**config.mk**
```make
export PLATFORM = sky130hd
export DESIGN_NAME = phase_loader_flat
export DESIGN_NICKNAME = d
export VERILOG_FILES = /design/src/rtl/phase_loader_pkg.sv /design/src/rtl/phase_loader_if.sv /design/src/rtl/phase_bank.sv /design/src/rtl/phase_loader.sv /design/src/flat_wrapper.sv
export SDC_FILE = /design/constraint.sdc
export NUM_CORES = 1
export LEC_CHECK = 0
export BUFFER_PORTS_ARGS = -buffer_cell sky130_fd_sc_hd__buf_2
export CORE_ASPECT_RATIO = 1.1
export CORE_UTILIZATION = 60
export DETAILED_ROUTE_END_ITERATION = 12
export HOLD_SLACK_MARGIN = 0.1
export PLACE_DENSITY = 0.8
export SKIP_LAST_GASP = 1
export SLEW_MARGIN = 20
export SYNTH_ARGS = -nofsm -noshare
export SYNTH_HDL_FRONTEND = slang
export SYNTH_SLANG_ARGS = --single-unit
```
**constraint.sdc**
```tcl
create_clock -name clk -period 7.55 [get_ports clk]
set_clock_uncertainty 0.2 [all_clocks]
set_input_delay 0.3775 -clock clk [delete_from_list [all_inputs] [get_ports clk]]
set_output_delay 0.3775 -clock clk [all_outputs]
set_load 0.01 [all_outputs]
```
**src/rtl/phase_loader_pkg.sv**
```systemverilog
// Shared constants for the phase loader: default widths, command opcodes
// and the command-parser state encoding.
package phase_loader_pkg;

  localparam int OFFSET_WIDTH_DEF = 11;
  localparam int CHANNELS_DEF     = 16;
  localparam int SYNC_LEN_DEF     = 4;
  localparam int DIVIDE_RESET_DEF = 624;

  localparam logic [1:0] OP_SET_OFFSET = 2'b00;
  localparam logic [1:0] OP_SET_DIVIDE = 2'b01;
  localparam logic [1:0] OP_SET_OE     = 2'b10;
  localparam logic [1:0] OP_APPLY      = 2'b11;

  typedef enum logic [2:0] {
    IDLE    = 3'd0,
    DATA_HI = 3'd1,
    DATA_LO = 3'd2,
    OE_DATA = 3'd3,
    SYNC    = 3'd4
  } state_t;

endpackage

```
**src/rtl/phase_loader_if.sv**
```systemverilog
// Command byte stream into the phase loader.
// A byte transfers on a rising clk edge where rx_valid and rx_ready are both 1;
// the master holds rx_data stable while rx_valid is high and rx_ready is low.
interface phase_loader_if;

  logic [7:0] rx_data;
  logic       rx_valid;
  logic       rx_ready;

  modport master (output rx_data, output rx_valid, input rx_ready);
  modport slave  (input rx_data, input rx_valid, output rx_ready);

endinterface

```
**src/rtl/phase_bank.sv**
```systemverilog
// Shadow/active offset and divide registers; apply copies the whole shadow
// bank into the active outputs in one edge.
module phase_bank
  import phase_loader_pkg::*;
#(
  parameter int OFFSET_WIDTH = OFFSET_WIDTH_DEF,
  parameter int CHANNELS     = CHANNELS_DEF,
  parameter int DIVIDE_RESET = DIVIDE_RESET_DEF
) (
  input  logic                             clk,
  input  logic                             rst,
  input  logic                             off_wr,
  input  logic [5:0]                       off_ch,
  input  logic [OFFSET_WIDTH-1:0]          off_data,
  input  logic                             div_wr,
  input  logic [OFFSET_WIDTH-2:0]          div_data,
  input  logic                             apply,
  output logic [CHANNELS*OFFSET_WIDTH-1:0] offsets,
  output logic [OFFSET_WIDTH-2:0]          divide
);

  localparam logic [OFFSET_WIDTH-2:0] DIV_INIT = (OFFSET_WIDTH-1)'(DIVIDE_RESET);

  logic [OFFSET_WIDTH-1:0] shadow_off [CHANNELS];
  logic [OFFSET_WIDTH-2:0] shadow_div;

  always_ff @(posedge clk) begin
    if (!rst) begin
      for (int i = 0; i < CHANNELS; i++) begin
        shadow_off[i] <= '0;
      end
      shadow_div <= DIV_INIT;
      offsets    <= '0;
      divide     <= DIV_INIT;
    end else begin
      for (int i = 0; i < CHANNELS; i++) begin
        if (off_wr && off_ch == 6'(i)) begin
          shadow_off[i] <= off_data;
        end
      end
      if (div_wr) begin
        shadow_div <= div_data;
      end
      if (apply) begin
        for (int i = 0; i < CHANNELS; i++) begin
          offsets[i*OFFSET_WIDTH +: OFFSET_WIDTH] <= shadow_off[i];
        end
        divide <= shadow_div;
      end
    end
  end

endmodule

```
**src/rtl/phase_loader.sv**
```systemverilog
// Byte-command parser that loads per-channel phase offsets and the divide
// word, and on APPLY commits them together with an active-low resync pulse.
module phase_loader
  import phase_loader_pkg::*;
#(
  parameter int OFFSET_WIDTH = OFFSET_WIDTH_DEF,
  parameter int CHANNELS     = CHANNELS_DEF,
  parameter int SYNC_LEN     = SYNC_LEN_DEF,
  parameter int DIVIDE_RESET = DIVIDE_RESET_DEF
) (
  input  logic                             clk,
  input  logic                             rst,
  phase_loader_if.slave                    rx,
  output logic [CHANNELS*OFFSET_WIDTH-1:0] offsets,
  output logic [OFFSET_WIDTH-2:0]          divide,
  output logic [CHANNELS-1:0]              oe_ch,
  output logic                             oe_global,
  output logic                             sync_n,
  output logic                             err,
  output state_t                           state
);

  localparam logic [6:0] CH_LIMIT = 7'(CHANNELS);

  logic [1:0]  op_q;
  logic [5:0]  ch_q;
  logic [7:0]  hi_q;
  logic [3:0]  sync_cnt;
  logic        accept;
  logic        ch_ok;
  logic [15:0] word;
  logic        off_wr;
  logic        div_wr;
  logic        apply;

  // Bank strobes are decoded from the accepting edge so APPLY commits on the
  // same edge that drops sync_n.
  assign accept = rx.rx_valid && rx.rx_ready;
  assign ch_ok  = {1'b0, ch_q} < CH_LIMIT;
  assign word   = {hi_q, rx.rx_data};
  assign off_wr = accept && state == DATA_LO && op_q == OP_SET_OFFSET && ch_ok;
  assign div_wr = accept && state == DATA_LO && op_q == OP_SET_DIVIDE;
  assign apply  = accept && state == IDLE && rx.rx_data[7:6] == OP_APPLY;

  phase_bank #(
    .OFFSET_WIDTH (OFFSET_WIDTH),
    .CHANNELS     (CHANNELS),
    .DIVIDE_RESET (DIVIDE_RESET)
  ) u_bank (
    .clk      (clk),
    .rst      (rst),
    .off_wr   (off_wr),
    .off_ch   (ch_q),
    .off_data (word[OFFSET_WIDTH-1:0]),
    .div_wr   (div_wr),
    .div_data (word[OFFSET_WIDTH-2:0]),
    .apply    (apply),
    .offsets  (offsets),
    .divide   (divide)
  );

  always_ff @(posedge clk) begin
    if (!rst) begin
      state       <= IDLE;
      rx.rx_ready <= 1'b0;
      op_q        <= '0;
      ch_q        <= '0;
      hi_q        <= '0;
      sync_cnt    <= '0;
      oe_ch       <= '0;
      oe_global   <= 1'b0;
      sync_n      <= 1'b1;
      err         <= 1'b0;
    end else begin
      rx.rx_ready <= 1'b1;
      case (state)
        IDLE: begin
          if (accept) begin
            op_q <= rx.rx_data[7:6];
            ch_q <= rx.rx_data[5:0];
            case (rx.rx_data[7:6])
              OP_SET_OFFSET, OP_SET_DIVIDE: state <= DATA_HI;
              OP_SET_OE:                    state <= OE_DATA;
              default: begin
                state       <= SYNC;
                oe_global   <= rx.rx_data[0];
                sync_n      <= 1'b0;
                sync_cnt    <= 4'(SYNC_LEN - 1);
                rx.rx_ready <= 1'b0;
              end
            endcase
          end
        end
        DATA_HI: begin
          if (accept) begin
            hi_q  <= rx.rx_data;
            state <= DATA_LO;
          end
        end
        DATA_LO: begin
          if (accept) begin
            state <= IDLE;
            if (op_q == OP_SET_OFFSET && !ch_ok) begin
              err <= 1'b1;
            end
          end
        end
        OE_DATA: begin
          if (accept) begin
            state <= IDLE;
            if (!ch_ok) begin
              err <= 1'b1;
            end
            for (int i = 0; i < CHANNELS; i++) begin
              if (ch_ok && ch_q == 6'(i)) begin
                oe_ch[i] <= rx.rx_data[0];
              end
            end
          end
        end
        SYNC: begin
          // sync_n rises on the same edge the parser reopens for bytes.
          if (sync_cnt == 4'd0) begin
            sync_n <= 1'b1;
            state  <= IDLE;
          end else begin
            sync_cnt    <= sync_cnt - 4'd1;
            rx.rx_ready <= 1'b0;
          end
        end
        default: state <= IDLE;
      endcase
    end
  end

endmodule

```
**src/flat_wrapper.sv**
```systemverilog
// flat-port wrapper written by rule: the top's interface ports become plain ports
module phase_loader_flat import phase_loader_pkg::*;
#(
  parameter int OFFSET_WIDTH = OFFSET_WIDTH_DEF,
  parameter int CHANNELS     = CHANNELS_DEF,
  parameter int SYNC_LEN     = SYNC_LEN_DEF,
  parameter int DIVIDE_RESET = DIVIDE_RESET_DEF
)
  (clk, rst, offsets, divide, oe_ch, oe_global, sync_n, err, state, rx_rx_data, rx_rx_valid, rx_rx_ready);
  phase_loader_if rx_i ();
  input  logic clk;
  input  logic rst;
  output logic [CHANNELS*OFFSET_WIDTH-1:0] offsets;
  output logic [OFFSET_WIDTH-2:0] divide;
  output logic [CHANNELS-1:0] oe_ch;
  output logic oe_global;
  output logic sync_n;
  output logic err;
  output state_t state;
  input wire logic [$bits(rx_i.rx_data)-1:0] rx_rx_data;
  input wire logic [$bits(rx_i.rx_valid)-1:0] rx_rx_valid;
  output wire logic [$bits(rx_i.rx_ready)-1:0] rx_rx_ready;
  assign rx_i.rx_data = rx_rx_data;
  assign rx_i.rx_valid = rx_rx_valid;
  assign rx_rx_ready = rx_i.rx_ready;
  phase_loader #(.OFFSET_WIDTH(OFFSET_WIDTH), .CHANNELS(CHANNELS), .SYNC_LEN(SYNC_LEN), .DIVIDE_RESET(DIVIDE_RESET)) u_core (.clk(clk), .rst(rst), .rx(rx_i), .offsets(offsets), .divide(divide), .oe_ch(oe_ch), .oe_global(oe_global), .sync_n(sync_n), .err(err), .state(state));
endmodule
```
==> reports/metrics.cfg, run 1 <==
[worst_setup_path]
r2r-start=u_core.state[1]
critPathSlowestCell=buf_4
startpoint_type=primary input
crit_top_cell=buf_4
worstPathRequired_ps=7790
cp-startpoint=rx_rx_valid
arrival_ps=3710
crit_path_end_kind=flip-flop
cp_max_fo=74
slowest_delay_ps=740
crit_type=in2reg
path_cells=dlygate4sd3_1, buf_2, and3b_4, buf_4, buf_4, nand4_1, a21oi_1

[cells_and_area]
multiInputGateArea_um2=5030
register_area_um2=9970
finalNonFillerCells=2009
nNetsFinal=1647
nFillCells=1790
area_delta_synth_final_pct=15.7
final_util_pct=71.5
drive_gt1_share_pct=19.2
antenna_cells=0

[timing]
period_share_pct=45.9
hold_ws_ps=261
tns_ps=0
finalSetupViolCount=0
relSlewSlack_pct=29.0
rsz0062_at_grt=false
worst_slew_pin_slew_ps=1060
hold_viol_final=0
drv_slew=0
fin_crit_ps=3470
max_freq_ghz=0.288

[floorplanning]
std_cell_rows=61
die_w_um=157
die_area_um2=27000
dieHeight_um=172
start_util_pct=61.8
core_um2=25600
io_pins=220

[clocking]
numClockSinks=410
clock_path_buffers=3
postCtsSetupRepairBufs=0
htreeDepth=2
worstSkewPairLatency_ps=530
cts_tree=yes
cts_inserted_buffers=40
ctsResizeCount=0
clkTransAtPathRegs_ps=60
cts_root_buf=clkbuf_16

[synthesis]
seq_area_frac_synth_pct=63.1
synth_seq_cells=410
async_flop_share_pct=0
synth_ff_type=dfxtp_1
synth_warnings=0
synth_cells=1500
syn_area_per_cell_um2=10.5
syn-num-nets=1513
synth_cell_type_count=48
synth-edff-count=176
synth_area_um2=15800

[run]
maxCapViolations=0

[run_status]
status=finished, final reports clean

[global_routing]
track_usage_pct=31.3
grt_start_max_net_pins=116
grt_pass1_wl_um=64900
grt_antenna_before_repair=0
grt.overflow.total=0
grt_pass1_vias=11800

[power]
power.density_nw_per_um2=259
vdd_drop_max_mv=0.173
p_leak_nw=6.83
power.total_mw=4.74

[route]
avgViaCountPerCell=6.36
drt-initial-drc-count=1838
avgRoutedWirePerCell_um=21.3
post-route-drc-count=0
wirelength_um=42700
ant_nets=0
via_count=12800
firstDrtPassIters=5

[placed_design]
place.gp.congestion=0.870
numPortBuffers=219
placed_cells=1928
dp_hpwl_um=26000

[hold_path]
holdCritPathClass=reg2reg
hp-start=u_core.oe_ch[14]

registers in the layout, summed over array words and instances, names as in the netlist:
signal                    flops
u_core.ch_q                   6
u_core.hi_q                   3
u_core.sync_n                 1
u_core.sync_cnt               4
u_core.state                  3
u_core.u_bank.offsets       176
u_core.rx.rx_ready            1
u_core.op_q                   2
u_core.oe_ch                 16
u_core.err                    1
u_core.u_bank.shadow_div     10
u_core.u_bank.shadow_off    176
u_core.u_bank.divide         10
u_core.oe_global              1
timing repair:
| action | 4_1_cts | 5_1_grt |
|---|---|---|
| hold buffers | 9 | 0 |
| hold endpoints to repair | 20 | 0 |
| endpoints found under the setup margin | 0 | 0 |
metrics by stage:
stage          worst slack (ps)  cell area [µm²]
2_1_floorplan              5040            15800
3_3_place_gp               3960            16800
3_5_place_dp               3950            16800
4_1_cts                    3950            18200
5_1_grt                    3990            18300
6_report                   4080            18300
placed cells by master (no fill, tap or decap), drive strengths merged, types with 2 or more instances in the layout:
master and count:
buf 245, dfxtp 234, o21ai 216, nand4 208, a21oi 199, edfxtp 176, nor2 102, clkbuf 61
nand2 56, mux2i 23, nand3 20, inv 16, nor2b 15, nor3 15, dlygate4sd3 9, o211ai 8
nand2b 7, and2 7, clkinv 7, nor3b 7, and3b 4, and3 4, bufinv 3, nand4b 2
nor4 2, ha 2, nand4bb 2, or3b 2
layer usage:
metal / wire, µm / track usage [%] / part of all wire (%)
met3: 4270 / 5.69 / 10
met2: 20300 / 49.5 / 47
met1: 16500 / 42.3 / 38
met4: 1760 / 14.2 / 4.1
met5: 0 / 0 / 0
critical path: cells and delay by family:
family | cells | cell delay, ps
buf+inv | 4 | 2130
compound gates | 1 | 240
simple gates | 2 | 860
power breakdown:
| group | switching [mW] | internal [mW] |
|---|---|---|
| Sequential | 0.0379 | 2.38 |
| Combinational | 0.222 | 0.0635 |
| Clock | 0.812 | 1.22 |
| Total | 1.07 | 3.66 |
layout make-up:
type                            instances  area share (%)
Clock buffer                           61            6.71
Inverter                               16           0.356
Sequential cell                       410            54.6
Multi-Input combinational cell        912            27.5
Clock inverter                         10           0.671
Timing Repair Buffer                  254            7.81
Tap cell                              346            2.37
path summary, 6_finish.rpt:
kind	to	slack (ps)	cells past startpoint
max	u_core.u_bank.offsets[54]	4080	7
min	u_core.oe_ch[14]	260	2
max reg2reg	u_core.u_bank.offsets[54]	4110	5
min reg2reg	u_core.oe_ch[14]	260	2
logic make-up (layout without fill, tap and decap cells):
group	after synthesis	count (layout)	share of synthesized area (%)
adders and majority gates	2	2	0.158
buffers and inverters	178	341	5.24
AOI/OAI and AO/OA	430	430	13.9
muxes	23	23	1.46
and+or+nand+nor	457	457	16.1
DFF	410	410	63.1
cell usage after synthesis (all sizes together) (4+ instances only):
master	instances	area [µm²]
nand3	20	105
o211ai	8	60.1
o21ai	216	1080
nor3	15	86.3
dfxtp	234	4680
clkbuf	61	230
and3	4	25.0
nor2b	15	93.8
a21oi	199	996
nor3b	7	78.8
and3b	4	35.0
nand4	208	1330
buf	101	538
edfxtp	176	5290
nand2	56	210
and2	7	43.8
nand2b	7	43.8
inv	16	60.1
mux2i	23	230
nor2	102	383
Power figures use the tool's default switching activity.
==> run 2: changes to the inputs <==
- CORE_UTILIZATION: 60 -> 52
- PLACE_DENSITY: 0.8 -> 0.73
- clock period: 7.55 -> 3 ns (I/O delays scaled with it)
==> reports/metrics.cfg, run 2 (synthesis results as in run 1) <==
[run_status]
status=finished, final reports clean

[cells_and_area]
drive_gt1_share_pct=20.4
nFillCells=2400
nNetsFinal=1674
largestRegisters=u_core.u_bank.offsets x176, u_core.u_bank.shadow_off x176, u_core.oe_ch x16
register_area_um2=9970
mostFrequentLayoutCell=dfxtp_1
mostFrequentLayoutCells=dfxtp_1 (234), buf_2 (219), nand4_1 (206), a21oi_1 (199), edfxtp_1 (176)
area_delta_synth_final_pct=17.4
multiInputGateArea_um2=5030
antenna_cells=0

[worst_setup_path]
crit_type=reg2reg
slowest_delay_ps=580
cp_max_fo=12
startpoint_type=flip-flop
r2r_slack_ps=360
crit_path_end_kind=flip-flop
worstPathRequired_ps=3030
ff2ff_path_depth=4
r2r-start=u_core.state[1]
r2r-end=u_core.u_bank.shadow_off[12][7]
path_cells=and3_1, nand4b_1, o21ai_1, buf_4
arrival_ps=2670
critPathSlowestCell=nand4b_1

[hold_path]
holdPathEnd=u_core.oe_ch[15]
holdCritPathClass=reg2reg
hp-start=u_core.oe_ch[15]
hold_depth=2

[timing]
rsz0062_at_grt=false
tns_ps=0
final.setup.worst_slack_ps=357
period_share_pct=88.1
finalSetupViolCount=0
drv_slew=0
worst_slew_pin_slew_ps=728
max_freq_ghz=0.378
fin_crit_ps=2640
hold_viol_final=0
relSlewSlack_pct=51.5

[route]
ant_nets=0
post-route-drc-count=0
drt-initial-drc-count=1256
via_count=12500
firstDrtPassIters=6
wirelength_um=42300
avgViaCountPerCell=6.05
avgRoutedWirePerCell_um=20.5

[global_routing]
grt_start_max_net_pins=136
grt.overflow.total=0
grt_pass1_wl_um=64600
grt_antenna_before_repair=0
track_usage_pct=26.8
grt_pass1_vias=11600

[power]
power.density_nw_per_um2=641
vdd_drop_max_mv=0.418
p_leak_nw=6.97
power.total_mw=11.9

[floorplanning]
dieHeight_um=185
core_um2=29700
start_util_pct=53.1
die_w_um=168
io_pins=220
std_cell_rows=66
die_area_um2=31100

[clocking]
clkTransAtPathRegs_ps=60
cts_root_buf=clkbuf_16
cts_tree=yes
worstSkewPairLatency_ps=530
cts_inserted_buffers=41
ctsResizeCount=0
htreeDepth=2
clock_path_buffers=3
numClockSinks=410

[placed_design]
dp_hpwl_um=27700
pre_cts_ws_ps=402
place.gp.congestion=0.881
numPortBuffers=219

[run]
maxCapViolations=0

run 2: cell types whose count changed in the layout (fill, tap and decap cells not counted), moves of 4 or more:
cell       delta
buf_12        +7
clkbuf_16     -4
buf_4        +19
clkinv_1      +4
clkbuf_1      -4
run 2: cell type report:
type	instances	area share [%]
clock buffers	55	6.09
inverters	16	0.351
flip-flops and latches	410	53.8
well taps	374	2.52
clock inverters	18	1.02
repair buffers	280	9.12
multi-input cells	912	27.1
run 2: how the worst max path moves through the flow:
stage | start | to | depth (start not counted)
finish | u_core.state[1] | u_core.u_bank.shadow_off[12][7] | 4
global route | u_core.state[1] | u_core.u_bank.shadow_off[12][6] | 4
CTS | u_core.state[1] | u_core.u_bank.shadow_off[12][7] | 4
detailed placement | u_core.state[1] | u_core.u_bank.shadow_off[12][5] | 4
global placement | u_core.state[1] | u_core.u_bank.shadow_off[12][4] | 4
floorplan | u_core.state[1] | u_core.u_bank.shadow_off[9][0] | 4
run 2: critical path, delay by kind of cell (launching register included):
| kind | cells | cell delay (ps) |
|---|---|---|
| flip-flops | 1 | 470 |
| AND/OR/NAND/NOR | 2 | 1000 |
| buffers and inverters | 1 | 250 |
| AO/OA/AOI/OAI | 1 | 400 |
run 2: layer usage:
layer	track usage (%)	share of wire (%)
met1	36.0	41
met2	44.5	48
met3	4.40	7.5
met4	8.91	3.1
met5	0	0
run 2: through the flow:
step,hold slack [ps],instance area (µm²),util (%),cells
3_3_place_gp,240,17100,57.6,1982
5_1_grt,284,18500,62.4,2065
3_5_place_dp,246,17100,57.6,1982
2_1_floorplan,97.7,15800,-,1500
6_report,265,18500,62.4,2065
4_1_cts,255,18500,62.4,2065
run 2: repair_timing:
| item | 4_1_cts | 5_1_grt |
|---|---|---|
| hold endpoints to repair | 90 | 0 |
| buffers inserted | 0 | 0 |
| hold buffers | 10 | 0 |
run 2: power by group:
group	switching [mW]	internal [mW]
logic	0.568	0.193
registers	0.0799	5.98
clock network	2.07	2.99
